===== src/rtl/posit_normalize_product_es3_pkg.sv =====
// Shared definitions for the es=3 raw-product encoder: widths, raw-value layout
// and the per-stage pipeline records.
package posit_defines_es3;
  localparam int NBITS   = 32;
  localparam int ES      = 3;
  localparam int MBITS   = 54;
  localparam int SCALE_W = 10;
  localparam int POSIT_SERIALIZED_WIDTH_PRODUCT_ES3 = 1 + SCALE_W + MBITS + 2;
  localparam int SHIFT_W = 2*NBITS + MBITS;
  localparam int SHIFT_S = 7;

  localparam logic [NBITS-1:0] MAXPOS_ES3 = 32'h7FFF_FFFF;
  localparam logic [NBITS-1:0] MINPOS_ES3 = 32'h0000_0001;
  localparam logic [NBITS-1:0] NAR_ES3    = 32'h8000_0000;
  localparam logic signed [SCALE_W-1:0] MAX_SCALE_ES3 = 10'sd240;

  typedef struct packed {
    logic                      sgn;
    logic signed [SCALE_W-1:0] scale;
    logic [MBITS-1:0]          fraction;
    logic                      inf;
    logic                      zero;
  } value_product;

  // Decoded operand after S1
  typedef struct packed {
    logic               sgn;
    logic               inf;
    logic               zero;
    logic               sat_hi;
    logic               sat_lo;
    logic               kneg;
    logic [SHIFT_S-1:0] shamt;
    logic [ES-1:0]      e;
    logic [MBITS-1:0]   fraction;
  } s1_t;

  // Truncated magnitude plus rounding bits after S2
  typedef struct packed {
    logic             sgn;
    logic             inf;
    logic             zero;
    logic             sat_hi;
    logic             sat_lo;
    logic [NBITS-2:0] mag;
    logic             g;
    logic             s;
  } s2_t;

  function automatic value_product deserialize_prod(
    input logic [POSIT_SERIALIZED_WIDTH_PRODUCT_ES3-1:0] v);
    value_product p;
    p.sgn      = v[66];
    p.scale    = v[65:56];
    p.fraction = v[55:2];
    p.inf      = v[1];
    p.zero     = v[0];
    return p;
  endfunction
endpackage


===== src/rtl/posit_normalize_product_es3_shift_right.sv =====
// Parameterised right shifter; arith=1 replicates the input MSB into vacated bits.
module shift_right #(
  parameter int N = 118,
  parameter int S = 7
) (
  input  logic [N-1:0] din,
  input  logic [S-1:0] shamt,
  input  logic         arith,
  output logic [N-1:0] dout
);
  logic         fill;
  logic [2*N-1:0] ext, ext_sh;

  assign fill   = arith & din[N-1];
  assign ext    = {{N{fill}}, din};
  assign ext_sh = ext >> shamt;
  assign dout   = ext_sh[N-1:0];
endmodule


===== src/rtl/posit_normalize_product_es3.sv =====
// Three-stage encoder: raw posit product (sign/scale/fraction/flags) to a 32-bit
// es=3 posit with round-to-nearest-even and saturation to maxpos/minpos.
module posit_normalize_product_es3
  import posit_defines_es3::*;
(
  input  logic                                          clk,
  input  logic                                          reset,
  input  logic                                          start,
  input  logic [POSIT_SERIALIZED_WIDTH_PRODUCT_ES3-1:0] in_product,
  output logic [NBITS-1:0]                              result,
  output logic                                          done
);
  localparam int STAGES = 3;
  localparam int PAD_W  = SHIFT_W - 2 - ES - MBITS;

  logic [STAGES:1] vld_pipe;

  always_ff @(posedge clk) begin
    if (reset) begin
      vld_pipe <= '0;
    end else begin
      vld_pipe <= {vld_pipe[STAGES-1:1], 1'b0};
      if (start) vld_pipe[1] <= 1'b1;
    end
  end

  // ---------------- S1: decode ----------------
  value_product in_v;
  s1_t          s1_d, s1_q;
  logic [SHIFT_S-1:0] regime_k;

  assign in_v     = deserialize_prod(in_product);
  assign regime_k = in_v.scale[SCALE_W-1:ES];

  always_comb begin
    s1_d          = '0;
    s1_d.sgn      = in_v.sgn;
    s1_d.inf      = in_v.inf;
    s1_d.zero     = in_v.zero;
    s1_d.sat_hi   = $signed(in_v.scale) > MAX_SCALE_ES3;
    s1_d.sat_lo   = $signed(in_v.scale) < -MAX_SCALE_ES3;
    s1_d.kneg     = in_v.scale[SCALE_W-1];
    // k>=0 shifts "10.." right by k; k<0 shifts "01.." right by -k-1 (= ~k)
    s1_d.shamt    = s1_d.kneg ? ~regime_k : regime_k;
    s1_d.e        = in_v.scale[ES-1:0];
    s1_d.fraction = in_v.fraction;
  end

  always_ff @(posedge clk) s1_q <= s1_d;

  // ---------------- S2: build regime string ----------------
  logic [SHIFT_W-1:0] shift_din, shift_dout;
  s2_t                s2_d, s2_q;

  assign shift_din = {~s1_q.kneg, s1_q.kneg, s1_q.e, s1_q.fraction, {PAD_W{1'b0}}};

  shift_right #(.N(SHIFT_W), .S(SHIFT_S)) u_shift (
    .din   (shift_din),
    .shamt (s1_q.shamt),
    .arith (1'b1),
    .dout  (shift_dout)
  );

  always_comb begin
    s2_d        = '0;
    s2_d.sgn    = s1_q.sgn;
    s2_d.inf    = s1_q.inf;
    s2_d.zero   = s1_q.zero;
    s2_d.sat_hi = s1_q.sat_hi;
    s2_d.sat_lo = s1_q.sat_lo;
    s2_d.mag    = shift_dout[SHIFT_W-1 -: NBITS-1];
    s2_d.g      = shift_dout[SHIFT_W-NBITS];
    s2_d.s      = |shift_dout[SHIFT_W-NBITS-1:0];
  end

  always_ff @(posedge clk) s2_q <= s2_d;

  // ---------------- S3: round, saturate, sign, specials ----------------
  logic             rnd;
  logic [NBITS-1:0] sum, res_d;
  logic [NBITS-2:0] mag_f;

  always_comb begin
    rnd   = s2_q.g & (s2_q.mag[0] | s2_q.s);
    sum   = {1'b0, s2_q.mag} + {{(NBITS-1){1'b0}}, rnd};
    mag_f = sum[NBITS-2:0];
    if (s2_q.sat_hi || sum[NBITS-1])
      mag_f = MAXPOS_ES3[NBITS-2:0];
    else if (s2_q.sat_lo || (sum == '0))
      mag_f = MINPOS_ES3[NBITS-2:0];
    res_d = s2_q.sgn ? -{1'b0, mag_f} : {1'b0, mag_f};
    if (s2_q.inf)       res_d = NAR_ES3;
    else if (s2_q.zero) res_d = '0;
  end

  // result holds through bubbles
  always_ff @(posedge clk) begin
    if (reset)                 result <= '0;
    else if (vld_pipe[STAGES-1]) result <= res_d;
  end

  assign done = vld_pipe[STAGES];
endmodule


===== config.mk =====
export PLATFORM = sky130hd
export DESIGN_NAME = posit_normalize_product_es3
export DESIGN_NICKNAME = d
export VERILOG_FILES = /design/src/rtl/posit_normalize_product_es3_pkg.sv /design/src/rtl/posit_normalize_product_es3_shift_right.sv /design/src/rtl/posit_normalize_product_es3.sv
export SDC_FILE = /design/constraint.sdc
export NUM_CORES = 1
export LEC_CHECK = 0
export ABC_AREA = 1
export BUFFER_PORTS_ARGS = -buffer_cell sky130_fd_sc_hd__buf_4
export CORE_MARGIN = 2
export CORE_UTILIZATION = 45
export DETAILED_ROUTE_END_ITERATION = 12
export PLACE_DENSITY = 0.7
export SETUP_SLACK_MARGIN = 0.2
export SLEW_MARGIN = 10
export SYNTH_ARGS = -nofsm -noshare
export SYNTH_HDL_FRONTEND = slang
export SYNTH_SLANG_ARGS = --single-unit

===== constraint.sdc =====
create_clock -name clk -period 4 [get_ports clk]
set_input_delay 1.2 -clock clk [delete_from_list [all_inputs] [get_ports clk]]
set_output_delay 1.2 -clock clk [all_outputs]
set_load 0.01 [all_outputs]

==> flow_summary.toml, run 1 <==
[floorplanning]
chipHeight_um = 153
die_area_mm2 = 0.0233
io_pins = 103
die_w_um = 153
core_area_mm2 = 0.0218
num_rows = 54
initial_core_util_pct = 45.6

[worst_setup_path]
crit_fanout = 8
critPathBufInv = 2
r2r_start = "s2_q[2]$_DFF_P_"
cp_top_family = "simple AND/OR/NAND/NOR gates"
crit_start = "s2_q[2]$_DFF_P_"
cp.arrival_ns = 4.00
worst_setup_path_end_kind = "register"
slowest_delay_ns = 0.32
path_class = "register to register"
crit_required_ns = 4.36
critical_path.slowest_cell = "dfxtp_2"
crit_top_cell = "nand2_2"
start_kind = "register"

[logic_synthesis]
yosysTopAreaCell = "dfxtp_1"
synth_area_leaders = "dfxtp_1, nand2_1, o21ai_0"
seq_area_frac_synth_pct = 28.8
synth-compound-area-share_pct = 15.9
avgSynthCellArea_um2 = 6.03
synth.top_cell.area_share_pct = 28.8
synth_warnings = 0
synthXorXnorAreaFrac_pct = 0.883
synthSimpleGateAreaFrac_pct = 44.1
yosysUniqueCellTypes = 50
synth_fp_nets = 1721
synthAdderAreaFrac_pct = 0.756
synth_top_family_by_area = "simple AND/OR/NAND/NOR gates"
synth_seq_cells = 143
netlist_instances = 1645
netlist_area_mm2 = 0.00992
synth_mux_area_share_pct = 1.61

[final_layout]
layout_commonest_cell = "nand2_1"
final_area_mm2 = 0.0117
final_cells = 2005
drive_gt1_share_pct = 16.5
final_cell_mix = "nand2_1, o21ai_0, nand3_1"
fillers = 2231
area_growth_pct = 18.4
fin_nets = 1789
insertedDiodeCount = 0

[detailed_routing]
dr.first_iter.drc_count = 807
wire_per_inst_um = 14.5
drc = 0
via_count = 10700
dr.pass1.iters = 5
finalWirelength_um = 29000
ant_nets = 0
vias_per_cell = 5.35

[worst_hold_path]
hold_class = "register to register"
hp-start = "s1_q[68]$_DFF_P_"

[place]
dp_hpwl_um = 22400
gp_congestion = 0.936
placed_area_mm2 = 0.0109
dp.cells = 1959
dp_slack_ns = 0.232
io_buffers = 102

[sta]
setup-tns-final_ns = 0
rsz0062_at_grt = "yes"
worst_clock_skew_ns = 0.0163
fmax_mhz = 275
setup_ws_ns = 0.364
worst_pin_slew_ns = 0.825
post-route-period-util_pct = 90.9
setup_violations = 0
fin_crit_ns = 3.64
hold_viol = 0
drv_slew = 0
relSlewSlack_pct = 44.9

[global_route]
grt_first_pass_wirelength_um = 47100
grt_usage_pct = 24.4
grt_pass1_vias = 9801
grt_start_max_net_pins = 63
grt-ovfl-total = 0
antenna_found_initial = 0

[clock_network]
cts.htree.levels = 4
cts_tree = "built"
clock-sinks = 143
clk_pin_slew_ns = 0.07
numCtsBuffers = 17
worstSkewPairLatency_ns = 0.43
cts_buffer_depth = 2
clock-root-buffer = "clkbuf_16"

[pwr]
pwr-share-seq_pct = 34.8
netSwitchingFraction_pct = 36.9
combPwrFrac_pct = 31.0
power.density_mw_per_mm2 = 395
power_switching_uw = 1710
p_int_uw = 2930
clkPwrFrac_pct = 34.1
p_leak_uw = 0.00534
vdd_drop_max_mv = 0.251

[run]
cap_violations = 0

[run_status]
outcome = "finished clean"
==> worst paths after layout <==
check | depth (start not counted) | endpoint | slack, ns
worst min register to register | 0 | s2_q[36]$_DFF_P_ | 0.33
worst max register to register | 29 | result[24]$_SDFFE_PP0P_ | 0.36
worst max-delay path | 29 | result[24]$_SDFFE_PP0P_ | 0.36
worst min-delay path | 0 | s2_q[36]$_DFF_P_ | 0.33
==> kinds of logic after synthesis <==
| family | Yosys count |
|---|---|
| other | 1 |
| xor gates and xnor gates | 10 |
| buffers and inverters | 198 |
| muxes | 16 |
| adders and majority gates | 6 |
| AOI/OAI and AO/OA | 296 |
| and+or+nand+nor | 975 |
| DFF | 143 |
==> state kept, by name, indices dropped and copies added, names as in the netlist <==
| signal | flops |
|---|---|
| s1_q | 70 |
| s2_q | 38 |
| result | 32 |
| vld_pipe | 3 |
==> synthesized netlist by cell type (all sizes together) <==
cell / count
nor2: 134
nor4b: 1
nand4: 23
dfxtp: 143
nor3b: 2
a221oi: 1
a311oi: 1
a211oi: 1
o211ai: 9
o221ai: 1
o41ai: 1
xnor2: 2
mux2i: 16
nand2: 590
o311ai: 2
and2: 2
a21boi: 4
a31oi: 8
o21bai: 1
or2: 12
o22ai: 2
nand3: 174
o21ai: 205
nor4: 5
inv: 105
clkinv: 3
a21oi: 53
o31ai: 2
nor3: 16
xor2: 8
conb: 1
nand3b: 16
clkbuf: 66
buf: 24
ha: 6
o21a: 5
==> power by group through the flow <==
stage	registers, uW	clock network [uW]	logic (uW)
finish	1610	1580	1440
global route	1630	1690	1610
CTS	1610	1610	1380
detailed placement	1650	0	1370
global placement	1640	0	1370
floorplan	1600	0	1020
==> routing by layer <==
layer | global-route usage, % | wire (um) | vias up
li1 | - | - | 5543
met1 | 30.2 | 12700 | 4782
met2 | 42.5 | 14000 | 331
met3 | 3.47 | 1280 | 78
met4 | 10.7 | 1020 | 0
met5 | 0 | 0 | -
==> per-stage QoR <==
step | power (uW) | hold slack (ns) | utilization (%)
floorplan | 2620 | 0.310 | -
global placement | 3010 | 0.310 | 50.0
detailed placement | 3010 | 0.312 | 50.0
CTS | 4600 | 0.326 | 52.7
global route | 4930 | 0.331 | 54.0
finish | 4640 | 0.326 | 54.0
==> layout make-up <==
cell class                 count  area (um^2)  share of cell area (%)
clock inverter                14          155                    1.32
clock buffer                  17          425                    3.62
timing repair buffer         139         1100                    9.38
inverter                     108          410                    3.49
tap                          280          350                    2.98
multi-input combinational   1304         6440                    54.8
sequential                   143         2870                    24.4
==> timing repair <==
| action | CTS | global route |
|---|---|---|
| cloned | 0 | 1 |
| resized for setup | 0 | 41 |
| hold buffers | 0 | 0 |
| setup endpoints to repair | 3 | 23 |
| pin swaps | 1 | 25 |
| setup buffers | 1 | 13 |
==> worst reg2reg max path: cells and delay by family, from the launching register on <==
kind,cells,cell delay [ns]
buffers and inverters,2,0.26
AND/OR/NAND/NOR,21,2.12
AO/OA/AOI/OAI,3,0.39
adder cells (fa/ha/maj),3,0.46
flip-flops,1,0.32
Note: power is estimated with default switching activity, not from simulation.
==> inputs of run 2 (changes only) <==
--- a/config.mk
+++ b/config.mk
@@ -10,9 +10,11 @@
 export CORE_MARGIN = 2
 export CORE_UTILIZATION = 45
 export DETAILED_ROUTE_END_ITERATION = 12
-export PLACE_DENSITY = 0.7
+export PLACE_DENSITY = 0.68
 export SETUP_SLACK_MARGIN = 0.2
+export SKIP_LAST_GASP = 1
 export SLEW_MARGIN = 10
 export SYNTH_ARGS = -nofsm -noshare
 export SYNTH_HDL_FRONTEND = slang
+export SYNTH_HIERARCHICAL = 1
 export SYNTH_SLANG_ARGS = --single-unit
==> flow_summary.toml, run 2 <==
[run_status]
outcome = "finished clean"

[floorplanning]
core_area_mm2 = 0.0334
io_pins = 103
chipHeight_um = 188
num_rows = 67
die_area_mm2 = 0.0352
die_w_um = 188
initial_core_util_pct = 45.5

[sta]
worst_clock_skew_ns = 0.0139
fmax_mhz = 276
relSlewSlack_pct = 39.4
setup-tns-final_ns = 0
rsz0062_at_grt = "no"
worst_pin_slew_ns = 0.909
drv_slew = 0
hold_viol = 0
fin_crit_ns = 3.62
setup_violations = 0
post-route-period-util_pct = 90.5

[logic_synthesis]
post-synth-top-count-cell = "nand3_1"
ys.flop_type = "dfxtp_1"
synth-edff-count = 0
yosysUniqueCellTypes = 42
avgSynthCellArea_um2 = 5.55
seq_area_frac_synth_pct = 18.8
async_reset_ff_share_pct = 0
ys_top_cells_by_count = "nand3_1, nand2_1, dfxtp_1, nor2_1, clkbuf_1"
synth.top_cell.area_share_pct = 42.1
synth_area_leaders = "nand3_1, dfxtp_1, nand2_1"
yosysTopAreaCell = "nand3_1"
netlist_area_mm2 = 0.0152
netlist_instances = 2738
synth_warnings = 6
synth_seq_cells = 143

[detailed_routing]
dr.first_iter.drc_count = 2263
dr.pass1.iters = 9
ant_nets = 0
vias_per_cell = 5.93
finalWirelength_um = 58400
wire_per_inst_um = 17.7
drc = 0
via_count = 19500

[worst_hold_path]
hold_class = "register to register"

[global_route]
grt-ovfl-total = 0
grt_usage_pct = 32.6
grt_start_max_net_pins = 120
grt_first_pass_wirelength_um = 92300
antenna_found_initial = 0
grt_pass1_vias = 17200

[pwr]
netSwitchingFraction_pct = 46.5
power.density_mw_per_mm2 = 369
vdd_drop_max_mv = 0.351
p_int_uw = 3420
combPwrFrac_pct = 47.8
clkPwrFrac_pct = 26.7
power_switching_uw = 2960
p_leak_uw = 0.00823
pwr-share-seq_pct = 25.5

[worst_setup_path]
crit_required_ns = 4.39
crit_fanout = 8
start_kind = "register"
critical_path.slowest_cell = "dfxtp_1"
path_class = "register to register"
crit_chain = "o21a_1 -> ha_2 -> nand2_1 -> nor2_8 -> nand2_4 -> nor2_4 -> nand2_1 -> nor2_1 -> xor2_1 -> nor2_1 -> nand3_4 -> nand2_8 -> buf_4 -> buf_4 -> nor2_1 -> nor2_1 -> nand2_1 -> nand2_1 -> nand2_4 -> nor2_4 -> a21oi_1 -> o21ai_0 -> a21oi_1"
worst_setup_path_end_kind = "register"
slowest_delay_ns = 0.32
cp.arrival_ns = 4.01

[clock_network]
clock-sinks = 143
cts_buffer_depth = 2
clock-root-buffer = "clkbuf_16"
worstSkewPairLatency_ns = 0.46
numCtsBuffers = 17
cts_tree = "built"
cts.htree.levels = 4
clk_pin_slew_ns = 0.07

[final_layout]
multi_input_area_mm2 = 0.0115
fin_nets = 2907
layout_commonest_cell = "nand3_1"
drive_gt1_share_pct = 10.5
largest_reg_flops = 70
final_cell_mix = "nand3_1, nand2_1, buf_4"
top_regs = "s1_q x70, s2_q x38, result x32"
insertedDiodeCount = 0
final_area_mm2 = 0.0173
ff_latch_area_mm2 = 0.00288
area_growth_pct = 13.8
largest_register = "s1_q"
fillers = 3569

[place]
placed_area_mm2 = 0.0165
io_buffers = 102
dp_hpwl_um = 45600
gp_congestion = 1.02

[run]
cap_violations = 0
## run 2: power groups by stage
stage | Sequential [uW] | Combinational (uW) | Clock, uW
floorplan | 1600 | 2160 | 0
CTS | 1620 | 2940 | 1730
finish | 1630 | 3050 | 1700
detailed placement | 1650 | 2920 | 0
global placement | 1650 | 2910 | 0
global route | 1640 | 3360 | 1790
## run 2: what timing repair did
item / 4_1_cts / 5_1_grt
setup endpoints to repair: 0 / 19
hold buffers: 0 / 0
setup buffers: 0 / 7
gates resized for setup: 0 / 17
## run 2: logic make-up after synthesis
group | synth area share, %
simple gates | 67.7
buf+inv | 8.58
flops | 18.8
compound gates | 3.94
xor+xnor | 0.461
fa+ha+maj | 0.412
other cells | 0.0494
## run 2: critical path: cells and delay by family (launching register included)
kind | cells | cell delay, ns
flops | 1 | 0.32
simple gates | 15 | 1.89
xor+xnor | 1 | 0.24
fa+ha+maj | 1 | 0.21
compound gates | 4 | 0.60
buf+inv | 2 | 0.28
## run 2: path summary, 6_finish.rpt
check                   start                 endpoint  slack [ns]  cells after the start
max           s2_q[0]$_DFF_P_  result[12]$_SDFFE_PP0P_        0.38                     23
min          s1_q[69]$_DFF_P_         s2_q[37]$_DFF_P_        0.33                      0
max reg2reg   s2_q[0]$_DFF_P_  result[12]$_SDFFE_PP0P_        0.38                     23
min reg2reg  s1_q[69]$_DFF_P_         s2_q[37]$_DFF_P_        0.33                      0
## run 2: cell type report
type	instances	area share (%)
Clock inverter	14	1.01
Clock buffer	18	2.54
Multi-Input combinational cell	2416	66.8
Tap cell	448	3.24
Sequential cell	143	16.7
Timing Repair Buffer	163	7.75
Inverter	91	2.00
## run 2: per-layer routing
metal  global-route usage (%)  share of wire, %  up-vias
li1                         -                 -     9585
met1                     43.7                43     8949
met2                     53.0                46      873
met3                     4.83               7.6      131
met4                     12.1               3.8        0
met5                        0                 0        -
## run 2: stage by stage
| stage | std cells | util, % | hold WS [ns] | setup slack [ns] | power [uW] |
|---|---|---|---|---|---|
| floorplan | 2855 | - | 0.310 | 0.739 | 3760 |
| global placement | 3253 | 49.6 | 0.313 | 0.499 | 4560 |
| detailed placement | 3253 | 49.6 | 0.316 | 0.410 | 4580 |
| CTS | 3285 | 51.4 | 0.329 | 0.376 | 6290 |
| global route | 3293 | 51.8 | 0.340 | 0.165 | 6790 |
| finish | 3293 | 51.8 | 0.328 | 0.379 | 6380 |
==> inputs of run 3 (changes only) <==
--- a/config.mk
+++ b/config.mk
@@ -7,10 +7,13 @@
 export LEC_CHECK = 0
 export ABC_AREA = 1
 export BUFFER_PORTS_ARGS = -buffer_cell sky130_fd_sc_hd__buf_4
+export CAP_MARGIN = 30
+export CELL_PAD_IN_SITES_DETAIL_PLACEMENT = 1
+export CELL_PAD_IN_SITES_GLOBAL_PLACEMENT = 2
 export CORE_MARGIN = 2
-export CORE_UTILIZATION = 45
+export CORE_UTILIZATION = 32
 export DETAILED_ROUTE_END_ITERATION = 12
-export PLACE_DENSITY = 0.68
+export PLACE_DENSITY = 0.87
 export SETUP_SLACK_MARGIN = 0.2
 export SKIP_LAST_GASP = 1
 export SLEW_MARGIN = 10
==> flow_summary.toml, run 3 (same netlist as run 2, synthesis figures left out) <==
[run_status]
outcome = "finished clean"

[pwr]
vdd_drop_max_mv = 0.327
p_leak_uw = 0.00829
power.density_mw_per_mm2 = 367

[final_layout]
multi_input_area_mm2 = 0.0117
fin_nets = 2914
fillers = 6438
insertedDiodeCount = 0
area_growth_pct = 16.5
drive_gt1_share_pct = 11.3
layout_commonest_cell = "nand3_1"
final_area_mm2 = 0.0177
top_regs = "s1_q x70, s2_q x38, result x32"
ff_latch_area_mm2 = 0.00288
largest_register = "s1_q"
largest_reg_flops = 70
final_cell_mix = "nand3_1, nand2_1, buf_4"

[detailed_routing]
ant_nets = 0
vias_per_cell = 5.71
dr.first_iter.drc_count = 1876
dr.pass1.iters = 5
wire_per_inst_um = 19.7
finalWirelength_um = 68200
via_count = 19800
drc = 0

[place]
io_buffers = 102
placed_area_mm2 = 0.0167
dp_slack_ns = 0.169
gp_congestion = 1.01
dp_hpwl_um = 53600

[floorplanning]
core_area_mm2 = 0.0467
initial_core_util_pct = 32.6
io_pins = 103
num_rows = 79
die_area_mm2 = 0.0492
die_w_um = 222
chipHeight_um = 222

[clock_network]
cts.htree.levels = 4
cts_tree = "built"
clk_pin_slew_ns = 0.07
worstSkewPairLatency_ns = 0.47
ctsHoldBuffers = 0
cts_buffer_depth = 2
numCtsBuffers = 17
clock-root-buffer = "clkbuf_16"
clock-sinks = 143

[run]
cap_violations = 0

[global_route]
grt_start_max_net_pins = 123
grt_pass1_vias = 19400
grt_usage_pct = 27.3
grt_first_pass_wirelength_um = 108000
antenna_found_initial = 0
grt-ovfl-total = 0

[worst_setup_path]
slowest_delay_ns = 0.32
worst_setup_path_end_kind = "register"
crit_required_ns = 4.40
rr_worst_depth = 27
path_class = "register to register"
start_kind = "register"
critical_path.slowest_cell = "dfxtp_2"
crit_fanout = 7
crit_top_cell = "nand2_4"
cp.arrival_ns = 4.04

[sta]
worst_clock_skew_ns = 0.0164
rsz0062_at_grt = "yes"
drv_slew = 0
fin_crit_ns = 3.64
worst_pin_slew_ns = 0.933
holdWs_ns = 0.329
setup_violations = 0
post-route-period-util_pct = 90.9
fmax_mhz = 275
setup_ws_ns = 0.362
setup-tns-final_ns = 0
relSlewSlack_pct = 37.7
hold_viol = 0

[worst_hold_path]
hold_depth = 0
hold_class = "register to register"
==> run 3: what timing repair did <==
item,CTS,global route
pin swaps,1,23
gates resized for setup,1,44
setup buffers,1,11
cloned,0,2
setup endpoints to repair,8,23
==> run 3: final timing paths <==
| path | slack (ns) | startpoint | end |
|---|---|---|---|
| setup reg to reg | 0.36 | s2_q[2]$_DFF_P_ | result[24]$_SDFFE_PP0P_ |
| setup / recovery | 0.36 | s2_q[2]$_DFF_P_ | result[24]$_SDFFE_PP0P_ |
| hold / removal | 0.33 | s1_q[69]$_DFF_P_ | s2_q[37]$_DFF_P_ |
| hold reg to reg | 0.33 | s1_q[69]$_DFF_P_ | s2_q[37]$_DFF_P_ |
==> run 3: stage by stage <==
stage,std cells,total power (uW),utilization (%)
2_1_floorplan,2855,3760,-
3_3_place_gp,3412,4670,35.9
3_5_place_dp,3412,4720,35.9
4_1_cts,3445,6400,37.2
5_1_grt,3459,6920,37.9
6_report,3459,6490,37.9
==> run 3: final cells by class <==
class | instances | area share [%]
Multi-Input combinational cell | 2416 | 65.9
Inverter | 91 | 1.99
Sequential cell | 143 | 16.3
Clock inverter | 10 | 0.714
Clock buffer | 22 | 2.68
Timing Repair Buffer | 170 | 8.15
Tap cell | 607 | 4.29
==> run 3: routing by layer <==
| layer | vias up | share of wire, % | GRT usage, % |
|---|---|---|---|
| met5 | - | 0 | 0 |
| met1 | 9531 | 45 | 35.9 |
| met3 | 100 | 4.7 | 3.75 |
| met4 | 0 | 3.4 | 9.55 |
| met2 | 533 | 47 | 45.9 |
| li1 | 9598 | - | - |
==> run 3: report_power, final <==
part,total (uW),switching (uW),internal [uW]
registers,1640,120,1520
clock network,1650,674,974
logic,3200,2240,955
total,6490,3040,3450
==> run 3: critical path, delay by kind of cell (launching register included) <==
kind | cells | cell delay, ns
simple gates | 19 | 2.05
fa+ha+maj | 3 | 0.54
buf+inv | 2 | 0.23
flops | 1 | 0.32
compound gates | 3 | 0.41
